### src/rtl/sram_burst_arbiter_if.sv
// rtl/sram_burst_arbiter_if.sv - requester and SRAM-side signal bundle for sram_burst_arbiter
// Purpose: groups both requester channels and the array-side strobes into one interface.
// Ports:
//   req0_* / req1_*  burst command (valid/ready/write/addr/cnt), write beats
//                    (wdata/wvalid/wready), read return (rdata/rvalid) and
//                    completion (done/err)
//   sram_*           array address, write data, write/sense strobes, read data
// Modports: slave = arbiter side, master = requesters plus array model.
interface sram_burst_arbiter_if #(
  parameter int N_addr = 12,
  parameter int N_data = 8,
  parameter int N_cnt  = 12
);
  logic              req0_valid, req0_ready, req0_write;
  logic [N_addr-1:0] req0_addr;
  logic [N_cnt-1:0]  req0_cnt;
  logic [N_data-1:0] req0_wdata, req0_rdata;
  logic              req0_wvalid, req0_wready, req0_rvalid, req0_done, req0_err;

  logic              req1_valid, req1_ready, req1_write;
  logic [N_addr-1:0] req1_addr;
  logic [N_cnt-1:0]  req1_cnt;
  logic [N_data-1:0] req1_wdata, req1_rdata;
  logic              req1_wvalid, req1_wready, req1_rvalid, req1_done, req1_err;

  logic [N_addr-1:0] sram_addr;
  logic [N_data-1:0] sram_din, sram_dout;
  logic              sram_write_en, sram_sense_en;

  modport slave (
    input  req0_valid, req0_write, req0_addr, req0_cnt, req0_wdata, req0_wvalid,
    output req0_ready, req0_wready, req0_rdata, req0_rvalid, req0_done, req0_err,
    input  req1_valid, req1_write, req1_addr, req1_cnt, req1_wdata, req1_wvalid,
    output req1_ready, req1_wready, req1_rdata, req1_rvalid, req1_done, req1_err,
    output sram_addr, sram_din, sram_write_en, sram_sense_en,
    input  sram_dout
  );

  modport master (
    output req0_valid, req0_write, req0_addr, req0_cnt, req0_wdata, req0_wvalid,
    input  req0_ready, req0_wready, req0_rdata, req0_rvalid, req0_done, req0_err,
    output req1_valid, req1_write, req1_addr, req1_cnt, req1_wdata, req1_wvalid,
    input  req1_ready, req1_wready, req1_rdata, req1_rvalid, req1_done, req1_err,
    input  sram_addr, sram_din, sram_write_en, sram_sense_en,
    output sram_dout
  );
endinterface

### src/rtl/sram_burst_arbiter.sv
// rtl/sram_burst_arbiter.sv - two-port round-robin burst arbiter in front of one SRAM array
// Purpose: grants one burst at a time, sequences per-beat SRAM strobes, returns
//          read data after SRAM_LAT cycles and pulses done at burst end.
// Ports:
//   clk  system clock
//   rst  synchronous reset, active-high
//   bus  sram_burst_arbiter_if.slave (req0_*, req1_*, sram_*)
// Optional: define SRAM_ARB_TIMEOUT_EN to abort write bursts whose data stalls
//           for TIMEOUT_CYC cycles (reqN_err pulses with reqN_done).
module sram_burst_arbiter #(
  parameter int N_addr      = 12,
  parameter int N_data      = 8,
  parameter int N_cnt       = 12,
  parameter int SRAM_LAT    = 1,
  parameter int TIMEOUT_CYC = 64
) (
  input  logic                 clk,
  input  logic                 rst,
  sram_burst_arbiter_if.slave  bus
);
  typedef enum logic [2:0] {IDLE, WRITE, READ, DRAIN, DONE} state_t;

  state_t            state;
  logic              gnt, last_grant;
  logic [N_addr-1:0] base;
  logic [N_cnt-1:0]  cnt, beat;
  logic [1:0]        ready_q, wready_q, done_q;
  logic [N_addr-1:0] addr_q;
  logic [N_data-1:0] din_q;
  logic              we_q, se_q;
  // vpipe[i]: a read beat issued i+1 cycles ago is in flight; ppipe[i]: its port
  logic [SRAM_LAT-1:0] vpipe, ppipe;

`ifdef SRAM_ARB_TIMEOUT_EN
  localparam int TW = $clog2(TIMEOUT_CYC + 1);
  logic [TW-1:0] tcnt;
  logic          aborted;
  logic [1:0]    err_q;
`endif

  logic              any_req, pick, pipe_busy, wvalid_g;
  logic [N_data-1:0] wdata_g;

  always_comb begin
    any_req = bus.req0_valid | bus.req1_valid;
    // On a tie, the port that did not win last time goes first
    if (bus.req0_valid && bus.req1_valid) pick = ~last_grant;
    else                                  pick = bus.req1_valid;
    wvalid_g = gnt ? bus.req1_wvalid : bus.req0_wvalid;
    wdata_g  = gnt ? bus.req1_wdata  : bus.req0_wdata;
    // The last stage delivers this cycle, so only earlier stages keep DRAIN busy
    pipe_busy = 1'b0;
    for (int i = 0; i < SRAM_LAT - 1; i++) pipe_busy = pipe_busy | vpipe[i];
  end

  always_ff @(posedge clk) begin
    if (rst) begin
      state      <= IDLE;
      gnt        <= 1'b0;
      last_grant <= 1'b1;
      base       <= '0;
      cnt        <= '0;
      beat       <= '0;
      ready_q    <= '0;
      wready_q   <= '0;
      done_q     <= '0;
      addr_q     <= '0;
      din_q      <= '0;
      we_q       <= 1'b0;
      se_q       <= 1'b0;
      vpipe      <= '0;
      ppipe      <= '0;
`ifdef SRAM_ARB_TIMEOUT_EN
      tcnt       <= '0;
      aborted    <= 1'b0;
      err_q      <= '0;
`endif
    end else begin
      ready_q <= '0;
      done_q  <= '0;
      we_q    <= 1'b0;
      se_q    <= 1'b0;
`ifdef SRAM_ARB_TIMEOUT_EN
      err_q   <= '0;
`endif
      vpipe[0] <= se_q;
      ppipe[0] <= gnt;
      for (int i = 1; i < SRAM_LAT; i++) begin
        vpipe[i] <= vpipe[i-1];
        ppipe[i] <= ppipe[i-1];
      end

      case (state)
        IDLE: begin
          if (any_req) begin
            gnt        <= pick;
            last_grant <= pick;
            base       <= pick ? bus.req1_addr : bus.req0_addr;
            cnt        <= pick ? bus.req1_cnt  : bus.req0_cnt;
            beat       <= '0;
            ready_q    <= pick ? 2'b10 : 2'b01;
`ifdef SRAM_ARB_TIMEOUT_EN
            tcnt       <= '0;
            aborted    <= 1'b0;
`endif
            if (pick ? bus.req1_write : bus.req0_write) begin
              wready_q <= pick ? 2'b10 : 2'b01;
              state    <= WRITE;
            end else begin
              state    <= READ;
            end
          end
        end
        WRITE: begin
          // wready is held for the whole burst, so wvalid alone marks a transfer
          if (wvalid_g) begin
            we_q   <= 1'b1;
            addr_q <= base + N_addr'(beat);
            din_q  <= wdata_g;
            beat   <= beat + N_cnt'(1);
`ifdef SRAM_ARB_TIMEOUT_EN
            tcnt   <= '0;
`endif
            if (beat == cnt) begin
              wready_q <= '0;
              state    <= DONE;
            end
          end
`ifdef SRAM_ARB_TIMEOUT_EN
          else if (tcnt == TW'(TIMEOUT_CYC - 1)) begin
            wready_q <= '0;
            aborted  <= 1'b1;
            state    <= DONE;
          end else begin
            tcnt <= tcnt + TW'(1);
          end
`endif
        end
        READ: begin
          se_q   <= 1'b1;
          addr_q <= base + N_addr'(beat);
          beat   <= beat + N_cnt'(1);
          if (beat == cnt) state <= DRAIN;
        end
        DRAIN: begin
          if (!se_q && !pipe_busy) state <= DONE;
        end
        DONE: begin
          done_q <= gnt ? 2'b10 : 2'b01;
`ifdef SRAM_ARB_TIMEOUT_EN
          if (aborted) err_q <= gnt ? 2'b10 : 2'b01;
`endif
          state <= IDLE;
        end
        default: state <= IDLE;
      endcase
    end
  end

  assign bus.req0_ready    = ready_q[0];
  assign bus.req1_ready    = ready_q[1];
  assign bus.req0_wready   = wready_q[0];
  assign bus.req1_wready   = wready_q[1];
  assign bus.req0_done     = done_q[0];
  assign bus.req1_done     = done_q[1];
  assign bus.req0_rvalid   = vpipe[SRAM_LAT-1] & ~ppipe[SRAM_LAT-1];
  assign bus.req1_rvalid   = vpipe[SRAM_LAT-1] &  ppipe[SRAM_LAT-1];
  assign bus.req0_rdata    = bus.req0_rvalid ? bus.sram_dout : '0;
  assign bus.req1_rdata    = bus.req1_rvalid ? bus.sram_dout : '0;
  assign bus.sram_addr     = addr_q;
  assign bus.sram_din      = din_q;
  assign bus.sram_write_en = we_q;
  assign bus.sram_sense_en = se_q;
`ifdef SRAM_ARB_TIMEOUT_EN
  assign bus.req0_err      = err_q[0];
  assign bus.req1_err      = err_q[1];
`else
  assign bus.req0_err      = 1'b0;
  assign bus.req1_err      = 1'b0;
`endif
endmodule
### src/flat_wrapper.sv
// flat-port wrapper written by rule: the top's interface ports become plain ports
module sram_burst_arbiter_flat 
#(
  parameter int N_addr      = 12,
  parameter int N_data      = 8,
  parameter int N_cnt       = 12,
  parameter int SRAM_LAT    = 1,
  parameter int TIMEOUT_CYC = 64
)
  (clk, rst, bus_req0_valid, bus_req0_write, bus_req0_addr, bus_req0_cnt, bus_req0_wdata, bus_req0_wvalid, bus_req0_ready, bus_req0_wready, bus_req0_rdata, bus_req0_rvalid, bus_req0_done, bus_req0_err, bus_req1_valid, bus_req1_write, bus_req1_addr, bus_req1_cnt, bus_req1_wdata, bus_req1_wvalid, bus_req1_ready, bus_req1_wready, bus_req1_rdata, bus_req1_rvalid, bus_req1_done, bus_req1_err, bus_sram_addr, bus_sram_din, bus_sram_write_en, bus_sram_sense_en, bus_sram_dout);
  sram_burst_arbiter_if #(.N_addr(N_addr), .N_data(N_data), .N_cnt(N_cnt)) bus_i ();
  input  logic clk;
  input  logic rst;
  input wire logic [$bits(bus_i.req0_valid)-1:0] bus_req0_valid;
  input wire logic [$bits(bus_i.req0_write)-1:0] bus_req0_write;
  input wire logic [$bits(bus_i.req0_addr)-1:0] bus_req0_addr;
  input wire logic [$bits(bus_i.req0_cnt)-1:0] bus_req0_cnt;
  input wire logic [$bits(bus_i.req0_wdata)-1:0] bus_req0_wdata;
  input wire logic [$bits(bus_i.req0_wvalid)-1:0] bus_req0_wvalid;
  output wire logic [$bits(bus_i.req0_ready)-1:0] bus_req0_ready;
  output wire logic [$bits(bus_i.req0_wready)-1:0] bus_req0_wready;
  output wire logic [$bits(bus_i.req0_rdata)-1:0] bus_req0_rdata;
  output wire logic [$bits(bus_i.req0_rvalid)-1:0] bus_req0_rvalid;
  output wire logic [$bits(bus_i.req0_done)-1:0] bus_req0_done;
  output wire logic [$bits(bus_i.req0_err)-1:0] bus_req0_err;
  input wire logic [$bits(bus_i.req1_valid)-1:0] bus_req1_valid;
  input wire logic [$bits(bus_i.req1_write)-1:0] bus_req1_write;
  input wire logic [$bits(bus_i.req1_addr)-1:0] bus_req1_addr;
  input wire logic [$bits(bus_i.req1_cnt)-1:0] bus_req1_cnt;
  input wire logic [$bits(bus_i.req1_wdata)-1:0] bus_req1_wdata;
  input wire logic [$bits(bus_i.req1_wvalid)-1:0] bus_req1_wvalid;
  output wire logic [$bits(bus_i.req1_ready)-1:0] bus_req1_ready;
  output wire logic [$bits(bus_i.req1_wready)-1:0] bus_req1_wready;
  output wire logic [$bits(bus_i.req1_rdata)-1:0] bus_req1_rdata;
  output wire logic [$bits(bus_i.req1_rvalid)-1:0] bus_req1_rvalid;
  output wire logic [$bits(bus_i.req1_done)-1:0] bus_req1_done;
  output wire logic [$bits(bus_i.req1_err)-1:0] bus_req1_err;
  output wire logic [$bits(bus_i.sram_addr)-1:0] bus_sram_addr;
  output wire logic [$bits(bus_i.sram_din)-1:0] bus_sram_din;
  output wire logic [$bits(bus_i.sram_write_en)-1:0] bus_sram_write_en;
  output wire logic [$bits(bus_i.sram_sense_en)-1:0] bus_sram_sense_en;
  input wire logic [$bits(bus_i.sram_dout)-1:0] bus_sram_dout;
  assign bus_i.req0_valid = bus_req0_valid;
  assign bus_i.req0_write = bus_req0_write;
  assign bus_i.req0_addr = bus_req0_addr;
  assign bus_i.req0_cnt = bus_req0_cnt;
  assign bus_i.req0_wdata = bus_req0_wdata;
  assign bus_i.req0_wvalid = bus_req0_wvalid;
  assign bus_req0_ready = bus_i.req0_ready;
  assign bus_req0_wready = bus_i.req0_wready;
  assign bus_req0_rdata = bus_i.req0_rdata;
  assign bus_req0_rvalid = bus_i.req0_rvalid;
  assign bus_req0_done = bus_i.req0_done;
  assign bus_req0_err = bus_i.req0_err;
  assign bus_i.req1_valid = bus_req1_valid;
  assign bus_i.req1_write = bus_req1_write;
  assign bus_i.req1_addr = bus_req1_addr;
  assign bus_i.req1_cnt = bus_req1_cnt;
  assign bus_i.req1_wdata = bus_req1_wdata;
  assign bus_i.req1_wvalid = bus_req1_wvalid;
  assign bus_req1_ready = bus_i.req1_ready;
  assign bus_req1_wready = bus_i.req1_wready;
  assign bus_req1_rdata = bus_i.req1_rdata;
  assign bus_req1_rvalid = bus_i.req1_rvalid;
  assign bus_req1_done = bus_i.req1_done;
  assign bus_req1_err = bus_i.req1_err;
  assign bus_sram_addr = bus_i.sram_addr;
  assign bus_sram_din = bus_i.sram_din;
  assign bus_sram_write_en = bus_i.sram_write_en;
  assign bus_sram_sense_en = bus_i.sram_sense_en;
  assign bus_i.sram_dout = bus_sram_dout;
  sram_burst_arbiter #(.N_addr(N_addr), .N_data(N_data), .N_cnt(N_cnt), .SRAM_LAT(SRAM_LAT), .TIMEOUT_CYC(TIMEOUT_CYC)) u_core (.clk(clk), .rst(rst), .bus(bus_i));
endmodule
### config.mk
export PLATFORM = sky130hd
export DESIGN_NAME = sram_burst_arbiter_flat
export DESIGN_NICKNAME = d
export VERILOG_FILES = /design/src/rtl/sram_burst_arbiter_if.sv /design/src/rtl/sram_burst_arbiter.sv /design/src/flat_wrapper.sv
export SDC_FILE = /design/constraint.sdc
export NUM_CORES = 1
export LEC_CHECK = 0
export ABC_CLOCK_PERIOD_IN_PS = 4650
export BUFFER_PORTS_ARGS = -buffer_cell sky130_fd_sc_hd__buf_4
export CORE_AREA = 2 2 87 89
export DETAILED_ROUTE_END_ITERATION = 16
export DIE_AREA = 0 0 89 91
export PLACE_DENSITY = 0.85
export SLEW_MARGIN = 30
export SYNTH_ARGS = -nofsm -noshare
export SYNTH_HDL_FRONTEND = slang
export SYNTH_SLANG_ARGS = --single-unit
### constraint.sdc
create_clock -name clk -period 4.65 [get_ports clk]
set_input_delay 0.2325 -clock clk [delete_from_list [all_inputs] [get_ports clk]]
set_output_delay 0.2325 -clock clk [all_outputs]
set_load 0.02 [all_outputs]
==> results.json <==
{
  "whs_path_depth": 3,
  "cp-end-kind": "register",
  "postCtsSetupRepairBufs": 0,
  "grt_pass1_wl_mm": 16.0,
  "synth-warning-count": 0,
  "min_from": "bus_req0_cnt[2]",
  "placement.cell_area_um2": 4840,
  "gp_congestion": 0.909,
  "clkTransAtPathRegs_ps": 80,
  "avgSynthCellArea_um2": 8.70,
  "num_antenna_cells": 0,
  "placement_rows": 31,
  "cts_hold_repair_buffers": 0,
  "startpoint_types": "register",
  "dr_total_vias": 3663,
  "cts.sinks": 71,
  "synth_xor_xnor_area_share": 0.0520,
  "clock-skew-final_ps": 6.99,
  "launch_point_of_the_worst_reg_to_reg_path": "u_core.beat[0]",
  "htree_levels": 3,
  "hold_ws_ps": 214,
  "ios": 128,
  "hold_path_sink": "u_core.cnt[2]",
  "synth_area_um2": 3870,
  "dp.final_hpwl_mm": 7.21,
  "slew_of_the_pin_with_the_lowest_slew_margin_ps": 829,
  "largest_net_degree_at_the_start_of_global_routing": 57,
  "track_usage": 0.251,
  "synthToLayoutAreaGrowth_pct": 30.8,
  "dpl_worst_slack_ps": 2210,
  "finalNetCount": 649,
  "max-cap-violations": 0,
  "fin_total_pwr_mw": 2.43,
  "drt_iter0_drc": 130,
  "capturing_point_of_the_worst_reg2reg_path": "u_core.bus.sram_addr[10]",
  "initial_core_util": 0.542,
  "postSynthCellCount": 445,
  "slew_viol_final": 0,
  "insertion_delay_ps": 360,
  "dieArea_um2": 8100,
  "final_layout_size_suffix_gt1_frac": 0.273,
  "synth.distinct_cells": 62,
  "finalHoldViolations": 0,
  "synth-seq-area-share": 0.367,
  "final.setup.worst_slack_ps": 2190,
  "outcome": "finished, final reports clean",
  "tritoncts": "done",
  "power.density_cell_area_nw_per_um2": 481,
  "route.detailed.vias_per_inst": 5.55,
  "layout_worst_path_cycle_share": 0.529,
  "core-area_um2": 7140,
  "synth-adder-area-share": 0.0440,
  "largest_family_of_logic_cells_by_synthesized_area": "simple AND/OR/NAND/NOR gates",
  "required_ps": 4900,
  "power.ir.vdd_worst_v": 0.000255,
  "crit_arrival_ps": 2710,
  "detail_route.first_pass.iterations": 4,
  "clk_root_buffer_cell": "sky130_fd_sc_hd__clkbuf_8",
  "die_x_um": 89,
  "compound_cell_area_share_of_the_yosys_netlist": 0.174,
  "crit_path_max_fanout": 6,
  "first_global_vias": 3449,
  "post_cts_resize_count": 0,
  "count_of_flip_flops_with_a_built_in_enable_after_synthesis": 0,
  "cts_buffer_count": 9,
  "synth_async_sr_flop_share": 0,
  "grt_setup_unrepaired": "false",
  "drc_errors": 0,
  "drt-wirelength-per-cell_um": 14.9,
  "final_antenna_net_count": 0,
  "final_period_minus_worst_setup_slack_ps": 2460,
  "fillerInstances": 609,
  "synth-seq-cells": 71,
  "post_synth_most_frequent_cells": "sky130_fd_sc_hd__dfxtp_1 (71), sky130_fd_sc_hd__nor2_1 (55), sky130_fd_sc_hd__mux2i_1 (34)",
  "synthMostInstantiatedCell": "sky130_fd_sc_hd__dfxtp_1",
  "synth_simple_gate_area_frac": 0.226,
  "synth_top_cells_by_area": "sky130_fd_sc_hd__dfxtp_1 (37%), sky130_fd_sc_hd__mux2i_1 (8.8%), sky130_fd_sc_hd__a211oi_1 (6.4%)",
  "antenna_found_initial": 0,
  "placement.io_buffers": 125,
  "fmax_mhz": 406,
  "synth_ff_type": "sky130_fd_sc_hd__dfxtp_1",
  "totalWireLength_mm": 9.83,
  "final_setup_tns_ps": 0,
  "worst-r2r-cell-count": 8,
  "worstSetupPathType": "register to register",
  "timing.max_slew.rel_slack": 0.445,
  "layout.cell_area.non_filler_um2": 5060,
  "total_leakage_power_nw": 2.20,
  "grt_remaining_overflow": 0,
  "share_of_yosys_cell_area_claimed_by_the_top_area_cell_type": 0.367,
  "setup-violations-final": 0,
  "post_synth_mux_area_share": 0.0908,
  "timing.reg2reg.setup_slack_ps": 2190,
  "die_height_um": 91,
  "cts.path.max_buffers": 2,
  "hp-class": "primary input to register",
  "post-synth-top-area-cell": "sky130_fd_sc_hd__dfxtp_1"
}
[worst max-delay path, cell delays in order (launching register included)]
cell and delay (ps):
sky130_fd_sc_hd__dfxtp_1 460, sky130_fd_sc_hd__ha_1 210, sky130_fd_sc_hd__inv_1 60, sky130_fd_sc_hd__fa_1 460, sky130_fd_sc_hd__nor2b_1 170, sky130_fd_sc_hd__o2111ai_1 160, sky130_fd_sc_hd__a31oi_1 350, sky130_fd_sc_hd__a2111oi_0 190
sky130_fd_sc_hd__a211o_1 290
[layer usage]
| metal | vias to the layer above | GRT usage | wire length, um |
|---|---|---|---|
| met5 | - | 0 | 0 |
| met4 | 0 | 0.113 | 209 |
| met3 | 13 | 0.0391 | 910 |
| met2 | 162 | 0.415 | 4600 |
| met1 | 1654 | 0.316 | 4110 |
| li1 | 1834 | - | - |
[kinds of logic after synthesis]
logic type | after synthesis
flip-flops | 71
XOR/XNOR | 23
other | 1
multiplexers | 35
AND/OR/NAND/NOR | 166
AO/OA/AOI/OAI | 95
adder cells (fa/ha/maj) | 13
buffers and inverters | 41
[registers in the layout (all words and copies together), names as in the netlist]
| signal | cells |
|---|---|
| u_core.bus.sram_din | 8 |
| u_core.ppipe | 1 |
| u_core.bus.sram_addr | 12 |
| u_core.gnt | 1 |
| u_core.bus.sram_sense_en | 1 |
| u_core.done_q | 2 |
| u_core.last_grant | 1 |
| u_core.beat | 12 |
| u_core.base | 12 |
| u_core.wready_q | 2 |
| u_core.state | 3 |
| u_core.bus.sram_write_en | 1 |
| u_core.cnt | 12 |
| u_core.vpipe | 1 |
| u_core.ready_q | 2 |
[layout make-up]
type	count	area, um2	area share
tap	99	124	0.0245
timing repair buffer	127	973	0.192
clock inverter	4	45.0	0.00890
inverter	13	48.8	0.00964
clock buffer	12	145	0.0287
sequential	71	1420	0.281
multi-input combinational	334	2300	0.455
[how the worst max path moves through the flow]
stage,to,cells after the start,start
6_report,u_core.bus.sram_addr[10],8,u_core.beat[0]
5_1_grt,u_core.bus.sram_addr[10],8,u_core.beat[0]
4_1_cts,u_core.bus.sram_addr[10],8,u_core.beat[0]
3_5_place_dp,u_core.bus.sram_addr[10],8,u_core.beat[0]
3_3_place_gp,u_core.bus.sram_addr[10],8,u_core.beat[0]
2_1_floorplan,u_core.bus.sram_addr[10],8,u_core.beat[0]
[stage by stage]
step           instances  utilization
4_1_cts              659        0.705
3_3_place_gp         643        0.678
5_1_grt              660        0.709
3_5_place_dp         643        0.678
6_report             660        0.709
2_1_floorplan        446            -
[where the power goes]
group | internal, mW | switching, mW | total [mW]
combinational | 0.454 | 0.566 | 1.02
sequential | 0.775 | 0.150 | 0.924
clock | 0.260 | 0.229 | 0.489
[cells in the final DEF (no fill, tap or decap), types with 2 or more instances in the layout]
master / n
sky130_fd_sc_hd__ha_1: 12
sky130_fd_sc_hd__buf_4: 126
sky130_fd_sc_hd__nand4_1: 9
sky130_fd_sc_hd__clkbuf_1: 2
sky130_fd_sc_hd__or3_1: 4
sky130_fd_sc_hd__clkinv_2: 3
sky130_fd_sc_hd__nor3_1: 7
sky130_fd_sc_hd__nand3_1: 11
sky130_fd_sc_hd__a221o_1: 3
sky130_fd_sc_hd__o31ai_1: 5
sky130_fd_sc_hd__or2_2: 2
sky130_fd_sc_hd__nand2b_1: 2
sky130_fd_sc_hd__nor2b_1: 4
sky130_fd_sc_hd__nand4b_1: 2
sky130_fd_sc_hd__conb_1: 2
sky130_fd_sc_hd__nor2_1: 55
sky130_fd_sc_hd__a21oi_1: 21
sky130_fd_sc_hd__a21o_1: 6
sky130_fd_sc_hd__and2_1: 12
sky130_fd_sc_hd__or4_1: 3
sky130_fd_sc_hd__o21ai_0: 8
sky130_fd_sc_hd__nand2_1: 23
sky130_fd_sc_hd__a211oi_1: 33
sky130_fd_sc_hd__nand3b_1: 3
sky130_fd_sc_hd__nand4bb_1: 2
sky130_fd_sc_hd__mux2i_1: 34
sky130_fd_sc_hd__clkbuf_8: 10
sky130_fd_sc_hd__xor2_1: 8
sky130_fd_sc_hd__xnor2_1: 15
sky130_fd_sc_hd__nor4_1: 2
sky130_fd_sc_hd__dfxtp_1: 71
sky130_fd_sc_hd__a31oi_1: 2
sky130_fd_sc_hd__inv_1: 13
sky130_fd_sc_hd__o21a_1: 3
sky130_fd_sc_hd__and3_1: 12
(Power assumes the default switching activity.)
